### src/rtl/hamming_pkg.sv
// ---------------------------------------------------------------------------
// hamming_pkg
// Shared types and helpers for the Hamming(7,4) encode/decode stages.
//   codeword_t : [0:6]  d0..d3 in bits 0..3, parity p4/p5/p6 in bits 4..6
//   data_t     : [0:3]  d0..d3
//   syndrome_t : [2:0]  {s2,s1,s0}
//   syn_to_pos : maps a syndrome to the codeword bit to flip, or none
// ---------------------------------------------------------------------------
package hamming_pkg;

  typedef logic [0:6] codeword_t;
  typedef logic [0:3] data_t;
  typedef logic [2:0] syndrome_t;

  // Syndrome codes, named after the codeword bit they point at.
  localparam syndrome_t SYN_NONE = 3'b000;
  localparam syndrome_t SYN_B0   = 3'b011;
  localparam syndrome_t SYN_B1   = 3'b101;
  localparam syndrome_t SYN_B2   = 3'b110;
  localparam syndrome_t SYN_B3   = 3'b111;
  localparam syndrome_t SYN_P4   = 3'b001;
  localparam syndrome_t SYN_P5   = 3'b010;
  localparam syndrome_t SYN_P6   = 3'b100;

  // Frame word index width; covers FRAME_LEN up to 255.
  localparam int IDX_W = 8;

  typedef struct packed {
    logic       flip;  // 1: a bit must be flipped
    logic [2:0] pos;   // codeword bit index 0..6
  } flip_t;

  typedef enum logic {
    ST_IDLE,
    ST_IN_FRAME
  } frame_state_t;

  function automatic flip_t syn_to_pos(input syndrome_t syn);
    flip_t f;
    f = '{flip: 1'b1, pos: 3'd0};
    case (syn)
      SYN_B0:  f.pos = 3'd0;
      SYN_B1:  f.pos = 3'd1;
      SYN_B2:  f.pos = 3'd2;
      SYN_B3:  f.pos = 3'd3;
      SYN_P4:  f.pos = 3'd4;
      SYN_P5:  f.pos = 3'd5;
      SYN_P6:  f.pos = 3'd6;
      default: f = '{flip: 1'b0, pos: 3'd0};
    endcase
    return f;
  endfunction

endpackage

### src/rtl/hamming74_syndrome.sv
// ---------------------------------------------------------------------------
// hamming74_syndrome
// Purely combinational syndrome computation and single-bit correction.
//   i_codeword : received codeword [0:6]
//   o_syndrome : {s2,s1,s0}
//   o_data     : corrected data bits d0..d3 (parity-bit errors leave data as is)
// ---------------------------------------------------------------------------
module hamming74_syndrome
  import hamming_pkg::*;
(
  input  logic [0:6] i_codeword,
  output logic [2:0] o_syndrome,
  output logic [0:3] o_data
);

  flip_t      w_flip;
  logic [0:3] w_mask;

  assign o_syndrome = {i_codeword[6] ^ i_codeword[1] ^ i_codeword[2] ^ i_codeword[3],
                       i_codeword[5] ^ i_codeword[0] ^ i_codeword[2] ^ i_codeword[3],
                       i_codeword[4] ^ i_codeword[0] ^ i_codeword[1] ^ i_codeword[3]};

  assign w_flip = syn_to_pos(o_syndrome);

  always_comb begin
    // NOTE: default every always_comb output first so no path leaves it unassigned (no latch).
    w_mask = '0;
    // Only data positions (pos < 4) touch the output; parity flips are no-ops here.
    if (w_flip.flip && !w_flip.pos[2]) w_mask[w_flip.pos[1:0]] = 1'b1;
  end

  assign o_data = i_codeword[0:3] ^ w_mask;

endmodule

### src/rtl/hamming74_decoder.sv
// ---------------------------------------------------------------------------
// hamming74_decoder
// Two-stage Hamming(7,4) decoder with frame tracking and correction counter.
//   clk, reset  : rising-edge clock, synchronous active-high reset
//   in_valid    : byte_in carries a codeword
//   byte_in     : codeword [0:6]
//   cnt_clear   : synchronous clear of corr_cnt (wins over increment)
//   bits_out    : corrected data [0:3], held when out_valid is low
//   out_valid   : one-cycle strobe per decoded word
//   err_corr    : a single-bit error was corrected in the word on bits_out
//   syndrome    : syndrome of the word on bits_out, held when out_valid is low
//   frame_done  : strobe with the last word of each frame
//   frame_err   : any correction within the closing frame (only with frame_done)
//   corr_cnt    : saturating count of corrected words
// ---------------------------------------------------------------------------
module hamming74_decoder
  import hamming_pkg::*;
#(
  parameter int FRAME_LEN = 4,
  parameter int CNT_W     = 8
) (
  input  logic             clk,
  input  logic             reset,
  input  logic             in_valid,
  input  logic [0:6]       byte_in,
  input  logic             cnt_clear,
  output logic [0:3]       bits_out,
  output logic             out_valid,
  output logic             err_corr,
  output logic [2:0]       syndrome,
  output logic             frame_done,
  output logic             frame_err,
  output logic [CNT_W-1:0] corr_cnt
);

  localparam logic [IDX_W-1:0] LAST_IDX = IDX_W'(FRAME_LEN - 1);

  logic             r_s1_valid;
  codeword_t        r_s1_cw;
  frame_state_t     r_state;
  logic [IDX_W-1:0] r_word_idx;
  logic             r_acc;

  syndrome_t w_syn;
  data_t     w_data;
  logic      w_err;
  logic      w_last;

  // Stage 1: capture the incoming codeword.
  always_ff @(posedge clk) begin
    // NOTE: sequential state uses non-blocking assignments so every register samples pre-edge values.
    if (reset) begin
      r_s1_valid <= 1'b0;
      r_s1_cw    <= '0;
    end else begin
      r_s1_valid <= in_valid;
      if (in_valid) r_s1_cw <= byte_in;
    end
  end

  hamming74_syndrome u_syndrome (
    .i_codeword (r_s1_cw),
    .o_syndrome (w_syn),
    .o_data     (w_data)
  );

  assign w_err  = (w_syn != SYN_NONE);
  assign w_last = (r_word_idx == LAST_IDX);

  // Stage 2: registered decode results.
  always_ff @(posedge clk) begin
    if (reset) begin
      out_valid <= 1'b0;
      err_corr  <= 1'b0;
      bits_out  <= '0;
      syndrome  <= '0;
    end else begin
      out_valid <= r_s1_valid;
      err_corr  <= r_s1_valid && w_err;
      if (r_s1_valid) begin
        bits_out <= w_data;
        syndrome <= w_syn;
      end
    end
  end

  // Frame tracker; advances in the same edge that registers the stage-2 word,
  // so frame_done/frame_err line up with that word's out_valid.
  always_ff @(posedge clk) begin
    if (reset) begin
      r_state    <= ST_IDLE;
      r_word_idx <= '0;
      r_acc      <= 1'b0;
      frame_done <= 1'b0;
      frame_err  <= 1'b0;
    end else begin
      frame_done <= 1'b0;
      frame_err  <= 1'b0;
      case (r_state)
        ST_IDLE: begin
          if (r_s1_valid) begin
            if (w_last) begin
              // Only reachable with FRAME_LEN == 1: each word closes its own frame.
              frame_done <= 1'b1;
              frame_err  <= w_err;
            end else begin
              r_word_idx <= IDX_W'(1);
              r_acc      <= w_err;
              r_state    <= ST_IN_FRAME;
            end
          end
        end
        ST_IN_FRAME: begin
          if (r_s1_valid) begin
            if (w_last) begin
              frame_done <= 1'b1;
              frame_err  <= r_acc | w_err;
              r_word_idx <= '0;
              r_acc      <= 1'b0;
              r_state    <= ST_IDLE;
            end else begin
              r_word_idx <= r_word_idx + IDX_W'(1);
              r_acc      <= r_acc | w_err;
            end
          end
        end
        default: r_state <= ST_IDLE;
      endcase
    end
  end

  // Saturating correction counter; clear wins over a coincident increment.
  always_ff @(posedge clk) begin
    if (reset || cnt_clear) begin
      corr_cnt <= '0;
    end else if (r_s1_valid && w_err && (corr_cnt != {CNT_W{1'b1}})) begin
      corr_cnt <= corr_cnt + CNT_W'(1);
    end
  end

endmodule

### config.mk
export PLATFORM = sky130hd
export DESIGN_NAME = hamming74_decoder
export DESIGN_NICKNAME = d
export VERILOG_FILES = /design/src/rtl/hamming_pkg.sv /design/src/rtl/hamming74_syndrome.sv /design/src/rtl/hamming74_decoder.sv
export SDC_FILE = /design/constraint.sdc
export NUM_CORES = 1
export LEC_CHECK = 0
export BUFFER_PORTS_ARGS = -buffer_cell sky130_fd_sc_hd__buf_4
export CORE_ASPECT_RATIO = 1.4
export CORE_MARGIN = 5
export CORE_UTILIZATION = 31
export DETAILED_ROUTE_END_ITERATION = 12
export GPL_TIMING_DRIVEN = 0
export REMOVE_ABC_BUFFERS = 1
export SLEW_MARGIN = 40
export SYNTH_ARGS = -nofsm -noshare
export SYNTH_HDL_FRONTEND = slang
export SYNTH_SLANG_ARGS = --single-unit
### constraint.sdc
create_clock -name clk -period 5.2 [get_ports clk]
set_clock_uncertainty 0.15 [all_clocks]
set_input_delay 0.52 -clock clk [delete_from_list [all_inputs] [get_ports clk]]
set_output_delay 0.52 -clock clk [all_outputs]
set_load 0.01 [all_outputs]
==> flow_summary.yaml, run 1 <==
critical_path:
  timing.critical_path.buf_inv: 0
  cp-end-kind: "flip-flop"
  worstPathArrival_ns: 2.10
  ff2ff_setup_slack_ns: 3.14
  rr_worst_depth: 4
  reg2reg_to: "corr_cnt[2]"
  cp-startpoint: "r_s1_cw[3]"
  crit_family: "XOR/XNOR gates"
  crit_chain: "xnor2_2, xnor2_2, a31oi_1, a31o_2"
  crit_slowest_cell: "xnor2_2"
  cp_max_fo: 12
  critical_path_class: "reg2reg"
  worst_path_most_repeated_cell: "xnor2_2"
  reg2reg_from: "r_s1_cw[3]"
  startpoint_type: "flip-flop"
  worstPathRequired_ns: 5.24
  max_stage_delay_ns: 0.57
layout:
  n_antenna_cell: 0
  syn2layout_area_growth_pct: 20.9
  layout-drive-gt1-share_pct: 23.4
  fin_nets: 230
yosys:
  synthCells: 191
  syn_area_per_cell_um2: 9.11
  synth-seq-area-share_pct: 42.6
  yosys_warnings: 0
  netlist_area_um2: 1740
  synth_ff_type: "dfxtp_1"
  ys_types: 43
  ys_async_sr_fraction_pct: 0
  synth_edf_count: 0
  synth_seq_cells: 37
sta:
  fin_ws_ns: 3.14
  fmax_mhz: 485
  hold_viol_final: 0
  worst_pin_slew_ns: 0.652
  drv_slew: 0
  period_share_pct: 39.6
  rsz0062_at_grt: "no"
  finalSetupTns_ns: 0
  relSlewSlack_pct: 56.3
  setup-violations-final: 0
  min_period_ns: 2.06
pwr:
  peakVddDrop_mv: 0.114
  power_density_nw_per_um2: 298
  power_w: 0.000626
  leakage_nw: 0.793
worst_hold_path:
  holdCritPathClass: "reg2reg"
  min_from: "r_acc"
  hold_depth: 2
  hold_end: "r_acc"
drt:
  ant_nets: 0
  met1Wirelength_um: 1650
  route.detailed.drc: 0
  first_iter_violations: 43
  drt-pass1-iter-count: 4
  vias: 1433
  met3_length_um: 107
  top_layer_used: "met4"
  wl_per_cell_um: 12.7
  drt_wl_total_um: 3650
  routed_via_density: 5.01
  met2WireLength_um: 1780
floorplan:
  design.die.area_um2: 7230
  die_h_um: 98.6
  num_rows: 32
  die_width_um: 73.3
  start_util_pct: 31.7
  io_pins: 30
  coreArea_um2: 5490
clock_network:
  ctsHoldBuffers: 0
  cts_max_level: 2
  cts.clk_slew.worst_paths_ns: 0.08
  clk_latency_ns: 0.29
  cts_resized: 0
  clock-sinks: 37
  cts_tree: "built"
  post-cts-setup-buffers: 0
  numCtsBuffers: 5
  max-clock-path-buffers: 2
  cts-root-buf: "clkbuf_8"
place:
  portBuffers: 29
  dp_hpwl_um: 2510
  dp_slack_ns: 2.80
  gp_congestion: 0.781
global_routing:
  antenna_found_initial: 0
  grt_pass1_wl_um: 6070
  grt_max_degree: 31
  grt_pass1_vias: 1299
  grt_overflow: 0
  grt_usage_pct: 10.6
run:
  cap_violations: 0
outcome:
  outcome: "finished, final reports clean"
per-stage QoR:
stage / hold WS (ns) / cells / util [%] / cell area (um2)
after floorplan: 0.276 / 181 / - / 1690
after global placement: 0.291 / 278 / 36.3 / 1990
after detailed placement: 0.294 / 278 / 36.5 / 2000
after CTS: 0.304 / 286 / 38.3 / 2100
after global routing: 0.323 / 286 / 38.3 / 2100
final: 0.301 / 286 / 38.3 / 2100
state kept, by name (all words and copies together), names as in the netlist, named ones only:
signal	count
r_word_idx	8
r_s1_valid	1
frame_done	1
corr_cnt	8
out_valid	1
r_acc	1
frame_err	1
err_corr	1
r_s1_cw	7
bits_out	4
syndrome	3
where the power goes:
| group | internal [W] | total (W) | switching, W |
|---|---|---|---|
| clock | 0.000120 | 0.000222 | 0.000102 |
| combinational | 0.0000446 | 0.0000967 | 0.0000522 |
| sequential | 0.000294 | 0.000307 | 0.0000127 |
| total | 0.000459 | 0.000626 | 0.000167 |
cell usage after synthesis, drive strengths merged (3+ instances only):
cell / instances / area (um2)
dfxtp: 37 / 741
nor2: 29 / 109
xnor2: 14 / 171
nand2: 13 / 48.8
nand3: 10 / 50.1
o21ai: 9 / 45.0
a21oi: 8 / 40.0
a211oi: 7 / 52.6
mux2i: 7 / 70.1
buf: 5 / 31.3
clkbuf: 5 / 18.8
a31oi: 4 / 25.0
nor2b: 4 / 25.0
nand4: 3 / 18.8
nor3: 3 / 15.0
nor3b: 3 / 32.5
or3: 3 / 18.8
worst min-delay path, delay by kind of cell, from the launching register on:
kind | cells | cell delay (ns)
AND/OR/NAND/NOR | 1 | 0.05
flip-flops | 1 | 0.31
AO/OA/AOI/OAI | 1 | 0.05
worst max-delay path by stage:
stage	endpoint	slack, ns	cells after the start
3_5_place_dp	r_word_idx[6]	2.80	5
5_1_grt	corr_cnt[1]	2.98	5
6_report	corr_cnt[2]	3.14	4
4_1_cts	r_word_idx[6]	2.77	5
3_3_place_gp	corr_cnt[2]	2.73	4
2_1_floorplan	corr_cnt[2]	3.19	4
cells in the final DEF (no fill, tap or decap), types with 4 or more instances in the layout:
cell | netlist | routed
buf_4 | 1 | 29
clkbuf_8 | 0 | 7
a211oi_1 | 7 | 7
mux2i_1 | 7 | 7
nor2b_1 | 4 | 4
dfxtp_1 | 37 | 36
a31oi_1 | 4 | 4
o21ai_0 | 9 | 9
xnor2_1 | 9 | 8
nand2_1 | 13 | 13
a21oi_1 | 8 | 8
nor2_1 | 29 | 29
xnor2_2 | 4 | 5
nand3_1 | 10 | 10
final cells by class:
type / instances / area, um2
Clock buffer: 7 / 96.3
Tap cell: 68 / 85.1
Clock inverter: 1 / 5.00
Fill cell: 551 / 3380
Inverter: 2 / 7.51
Timing Repair Buffer: 29 / 218
Multi-Input combinational cell: 142 / 948
Sequential cell: 37 / 742
layer usage:
metal	GRT usage (%)	vias to the layer above
met3	2.04	8
met2	16.8	20
li1	-	737
met1	13.2	668
met4	6.28	0
met5	0	-
logic make-up after synthesis:
logic type	share of synthesized area (%)
buf+inv	3.31
xor+xnor	9.86
simple gates	21.9
mux	4.68
flops	42.6
compound gates	16.2
fa+ha+maj	1.44
No activity file was read; power rests on OpenSTA's default activity.
==> run 2, diff against run 1 <==
Clock period 5.2 ns to 2.05 ns, I/O delays scaled along.
==> run 2 against run 1 <==
  * Global-route usage grew 0.18 points
  * Die area stayed put
  * Clock power increased to 2.6 times the previous value
  * Critical path depth grew 1
  * Sequential share of layout area is 1.8 points lower
==> flow_summary.yaml, run 2 (same netlist as run 1, synthesis figures left out) <==
clock_network:
  cts_tree: "built"
  clk_latency_ns: 0.29
  cts.clk_slew.worst_paths_ns: 0.08
  post-cts-setup-buffers: 0
  clock-sinks: 37
  numCtsBuffers: 5
  cts_max_level: 2
  max-clock-path-buffers: 2
  cts-root-buf: "clkbuf_8"
place:
  dp_hpwl_um: 2510
  portBuffers: 29
  gp_congestion: 0.781
sta:
  hold_ws_ns: 0.00314
  period_share_pct: 94.6
  min_period_ns: 1.94
  worst_pin_slew_ns: 0.451
  setup-violations-final: 0
  drv_slew: 0
  fmax_mhz: 516
  relSlewSlack_pct: 69.6
  hold_viol_final: 0
floorplan:
  coreArea_um2: 5490
  design.die.area_um2: 7230
  num_rows: 32
  die_h_um: 98.6
  start_util_pct: 31.7
  io_pins: 30
  die_width_um: 73.3
drt:
  routed_via_density: 5.01
  drt_wl_total_um: 3750
  first_iter_violations: 50
  ant_nets: 0
  wl_per_cell_um: 12.8
  drt-pass1-iter-count: 6
  vias: 1463
  route.detailed.drc: 0
layout:
  reg_top3: "corr_cnt x8, r_word_idx x8, r_s1_cw x7"
  n_antenna_cell: 0
  syn2layout_area_growth_pct: 28.3
  multiInputGateArea_um2: 1010
  fin_nets: 236
  layout-drive-gt1-share_pct: 25.9
  regArea_um2: 747
  layout_common_cells: "34 x dfxtp_1, 29 x nor2_1, 29 x buf_4"
  num-fill-cells: 534
  mostFrequentLayoutCell: "dfxtp_1"
critical_path:
  cp-end-kind: "flip-flop"
  startpoint_type: "flip-flop"
  crit_slowest_cell: "dfxtp_1"
  cp_max_fo: 10
  critical_path_class: "reg2reg"
  worstPathArrival_ns: 2.02
  crit_family: "XOR/XNOR gates"
  max_stage_delay_ns: 0.39
  crit_chain: "xnor2_2, xnor2_4, a31o_4, or4_1, a21oi_1"
  timing.critical_path.buf_inv: 0
  worstPathRequired_ns: 2.13
pwr:
  p_clk_share_pct: 34.9
  p_sw_w: 0.000443
  switching_share_pct: 27.2
  cell_internal_pwr_w: 0.00119
  pwr-share-comb_pct: 17.1
  power_density_nw_per_um2: 730
  p_seq_share_pct: 48.0
  peakVddDrop_mv: 0.298
  leakage_nw: 0.830
  power_w: 0.00163
worst_hold_path:
  holdCritPathClass: "in2reg"
run:
  cap_violations: 0
global_routing:
  antenna_found_initial: 0
  grt_max_degree: 31
  grt_overflow: 0
  grt_pass1_vias: 1305
  grt_usage_pct: 10.8
  grt_pass1_wl_um: 6150
outcome:
  outcome: "finished, final reports clean"
==> run 2: changes by cell type in the layout (fill, tap and decap cells not counted), sizes merged <==
cell         delta
dlygate4sd3     +6
clkinv          -1
clkinvlp        +1
==> run 2: repair_timing <==
item / in CTS / in global routing
gates resized for setup: 1 / 11
endpoints found under the hold margin: 6 / 0
pin swaps: 0 / 3
endpoints found under the setup margin: 13 / 14
hold buffers: 6 / 0
==> run 2: power groups by stage <==
stage / clock network, W / registers, W / logic (W)
3_5_place_dp: 0 / 0.000796 / 0.000250
2_1_floorplan: 0 / 0.000795 / 0.000159
3_3_place_gp: 0 / 0.000796 / 0.000245
4_1_cts: 0.000582 / 0.000780 / 0.000259
6_report: 0.000568 / 0.000782 / 0.000279
5_1_grt: 0.000616 / 0.000788 / 0.000305
==> run 2: path summary, 6_finish.rpt <==
path | startpoint | to | slack, ns | depth (start not counted)
min reg2reg | r_acc | r_acc | 0.30 | 2
max | r_s1_cw[4] | corr_cnt[7] | 0.11 | 5
max reg2reg | r_s1_cw[4] | corr_cnt[7] | 0.11 | 5
min | byte_in[6] | r_s1_cw[0] | 0.003 | 3
==> run 2: cell type report <==
type / instances / area share (%)
multi-input cells: 142 / 45.2
inverters: 2 / 0.505
well taps: 68 / 3.81
repair buffers: 35 / 12.5
clock buffers: 7 / 4.32
clock inverters: 1 / 0.224
flip-flops and latches: 37 / 33.5
==> run 2: metal layers <==
layer | GRT usage [%] | routed length [um] | up-vias
met5 | 0 | 0 | -
met4 | 6.28 | 104 | 0
met3 | 1.94 | 113 | 8
met2 | 17.6 | 1930 | 20
met1 | 13.1 | 1600 | 682
li1 | - | - | 753
==> run 2: worst min-delay path, cell delays in order <==
cell and delay (ns):
buf_4 0.08, mux2i_1 0.05, nor2_1 0.07
==> run 2: through the flow <==
| step | worst slack, ns | util, % | instance area, um2 | std cells | TNS, ns |
|---|---|---|---|---|---|
| global placement | -0.422 | 36.3 | 1990 | 278 | -3.70 |
| floorplan | 0.0381 | - | 1690 | 181 | 0 |
| finish | 0.110 | 40.7 | 2230 | 292 | 0 |
| CTS | -0.0443 | 39.4 | 2160 | 292 | -0.0634 |
| global route | -0.00308 | 40.7 | 2230 | 292 | -0.00308 |
| detailed placement | -0.347 | 36.5 | 2000 | 278 | -1.34 |
==> run 3, diff against run 2 <==
Settings changed: CTS_BUF_LIST set to sky130_fd_sc_hd__clkbuf_16, PLACE_DENSITY set to 0.47.
==> run 3 against run 2 <==
  * Sequential power is essentially flat
  * Highest routed layer unchanged
  * Die area is the same
  * Sequential share of layout area is 0.38 points higher
  * Sequential cell count unchanged
==> flow_summary.yaml, run 3 (same netlist as run 1, synthesis figures left out) <==
worst_hold_path:
  hold_depth: 3
  min_from: "byte_in[5]"
  hold_end: "r_s1_cw[1]"
  holdCritPathClass: "in2reg"
sta:
  fmax_mhz: 510
  drv_slew: 0
  rsz0062_at_grt: "yes"
  hold_viol_final: 0
  relSlewSlack_pct: 70.2
  period_share_pct: 95.7
  worst_pin_slew_ns: 0.442
  setup-violations-final: 0
  finalSetupTns_ns: 0
  min_period_ns: 1.96
layout:
  layout_common_cells: "34 x dfxtp_1, 30 x buf_4, 29 x nor2_1"
  regArea_um2: 747
  mostFrequentLayoutCell: "dfxtp_1"
  fin_nets: 231
  num-fill-cells: 548
  syn2layout_area_growth_pct: 26.8
  multiInputGateArea_um2: 1010
  reg_top3: "corr_cnt x8, r_word_idx x8, r_s1_cw x7"
  n_antenna_cell: 0
  fin_util_pct: 40.2
  fin_cells: 286
  layout-drive-gt1-share_pct: 25.2
drt:
  wl_per_cell_um: 13.4
  first_iter_violations: 92
  route.detailed.drc: 0
  drt_wl_total_um: 3840
  drt-pass1-iter-count: 4
  routed_via_density: 5.03
  ant_nets: 0
  vias: 1438
clock_network:
  cts-root-buf: "clkbuf_16"
  ctsHoldBuffers: 0
  cts_tree: "built"
  cts.clk_slew.worst_paths_ns: 0.05
  numCtsBuffers: 5
  cts_max_level: 2
  clk_latency_ns: 0.27
  clock-sinks: 37
  max-clock-path-buffers: 2
pwr:
  power_density_nw_per_um2: 797
  peakVddDrop_mv: 0.552
  leakage_nw: 0.825
  power_w: 0.00176
place:
  dp_cells: 278
  gp_congestion: 0.699
  portBuffers: 29
  dp_hpwl_um: 2620
critical_path:
  rr_worst_depth: 5
  critical_path_class: "reg2reg"
  ff2ff_setup_slack_ns: 0.09
  reg2reg_from: "r_s1_cw[6]"
  worstPathRequired_ns: 2.11
  startpoint_type: "flip-flop"
  reg2reg_to: "corr_cnt[7]"
  worstPathArrival_ns: 2.02
  cp-end-kind: "flip-flop"
  cp_max_fo: 12
floorplan:
  start_util_pct: 31.7
  die_width_um: 73.3
  die_h_um: 98.6
  design.die.area_um2: 7230
  io_pins: 30
  num_rows: 32
  coreArea_um2: 5490
global_routing:
  antenna_found_initial: 0
  grt_usage_pct: 11.2
  grt_pass1_wl_um: 6410
  grt_pass1_vias: 1384
  grt_max_degree: 31
  grt_overflow: 0
outcome:
  outcome: "finished, final reports clean"
run:
  cap_violations: 0
-- run 3: cell types whose count changed in the layout (fill, tap and decap cells not counted) --
cell	change
buf_4	+1
o311ai_0	-2
clkinv_2	-1
clkinv_1	+2
clkbuf_8	-7
inv_1	+1
clkinvlp_4	-1
o311ai_1	+2
clkbuf_16	+5
dlygate4sd3_1	-6
-- run 3: what timing repair did --
action                     CTS  global route
resized for setup            1            12
buffers inserted             0             1
pin swaps                    0             2
setup endpoints to repair   12            10
gates cloned                 0             0
-- run 3: final cells by class --
class / instances / share of cell area, %
Clock buffer: 5 / 5.67
Clock inverter: 2 / 0.340
Inverter: 2 / 0.340
Multi-Input combinational cell: 142 / 45.7
Sequential cell: 37 / 33.9
Tap cell: 68 / 3.86
Timing Repair Buffer: 30 / 10.2
-- run 3: routing by layer --
layer	vias to the layer above	wire, um	track usage [%]
li1	740	-	-
met1	674	1650	12.6
met2	20	2000	19.2
met3	4	133	3.47
met4	0	59	4.60
met5	-	0	0
-- run 3: worst max-delay path by stage --
| stage | startpoint | to | slack (ns) |
|---|---|---|---|
| final | r_s1_cw[6] | corr_cnt[7] | 0.09 |
| after global routing | r_s1_cw[6] | corr_cnt[7] | 0.0006 |
| after CTS | r_s1_cw[3] | corr_cnt[2] | -0.05 |
| after detailed placement | r_s1_valid | r_word_idx[6] | -0.38 |
| after global placement | r_s1_cw[3] | corr_cnt[2] | -0.40 |
| after floorplan | r_s1_cw[3] | corr_cnt[2] | 0.04 |
-- run 3: power by group --
part	leakage [nW]	internal (W)	switching [W]
clock network	0.0685	0.000434	0.000265
logic	0.453	0.000134	0.000141
registers	0.303	0.000748	0.0000361
total	0.825	0.00132	0.000443
-- run 3: worst max-delay path, stage by stage (launching register included) --
cell and delay [ns]:
dfxtp_1 0.38, xnor2_4 0.33, xnor2_4 0.18, a31o_4 0.30, or4_1 0.40, a21oi_1 0.15
-- run 3: through the flow --
stage | cell area (um2) | setup slack, ns | hold WS, ns
after floorplan | 1690 | 0.0381 | 0.124
after global placement | 1990 | -0.403 | 0.288
after detailed placement | 2000 | -0.375 | 0.298
after CTS | 2130 | -0.0514 | 0.0105
after global routing | 2210 | 0.000588 | 0.0261
final | 2210 | 0.0878 | 0.0137
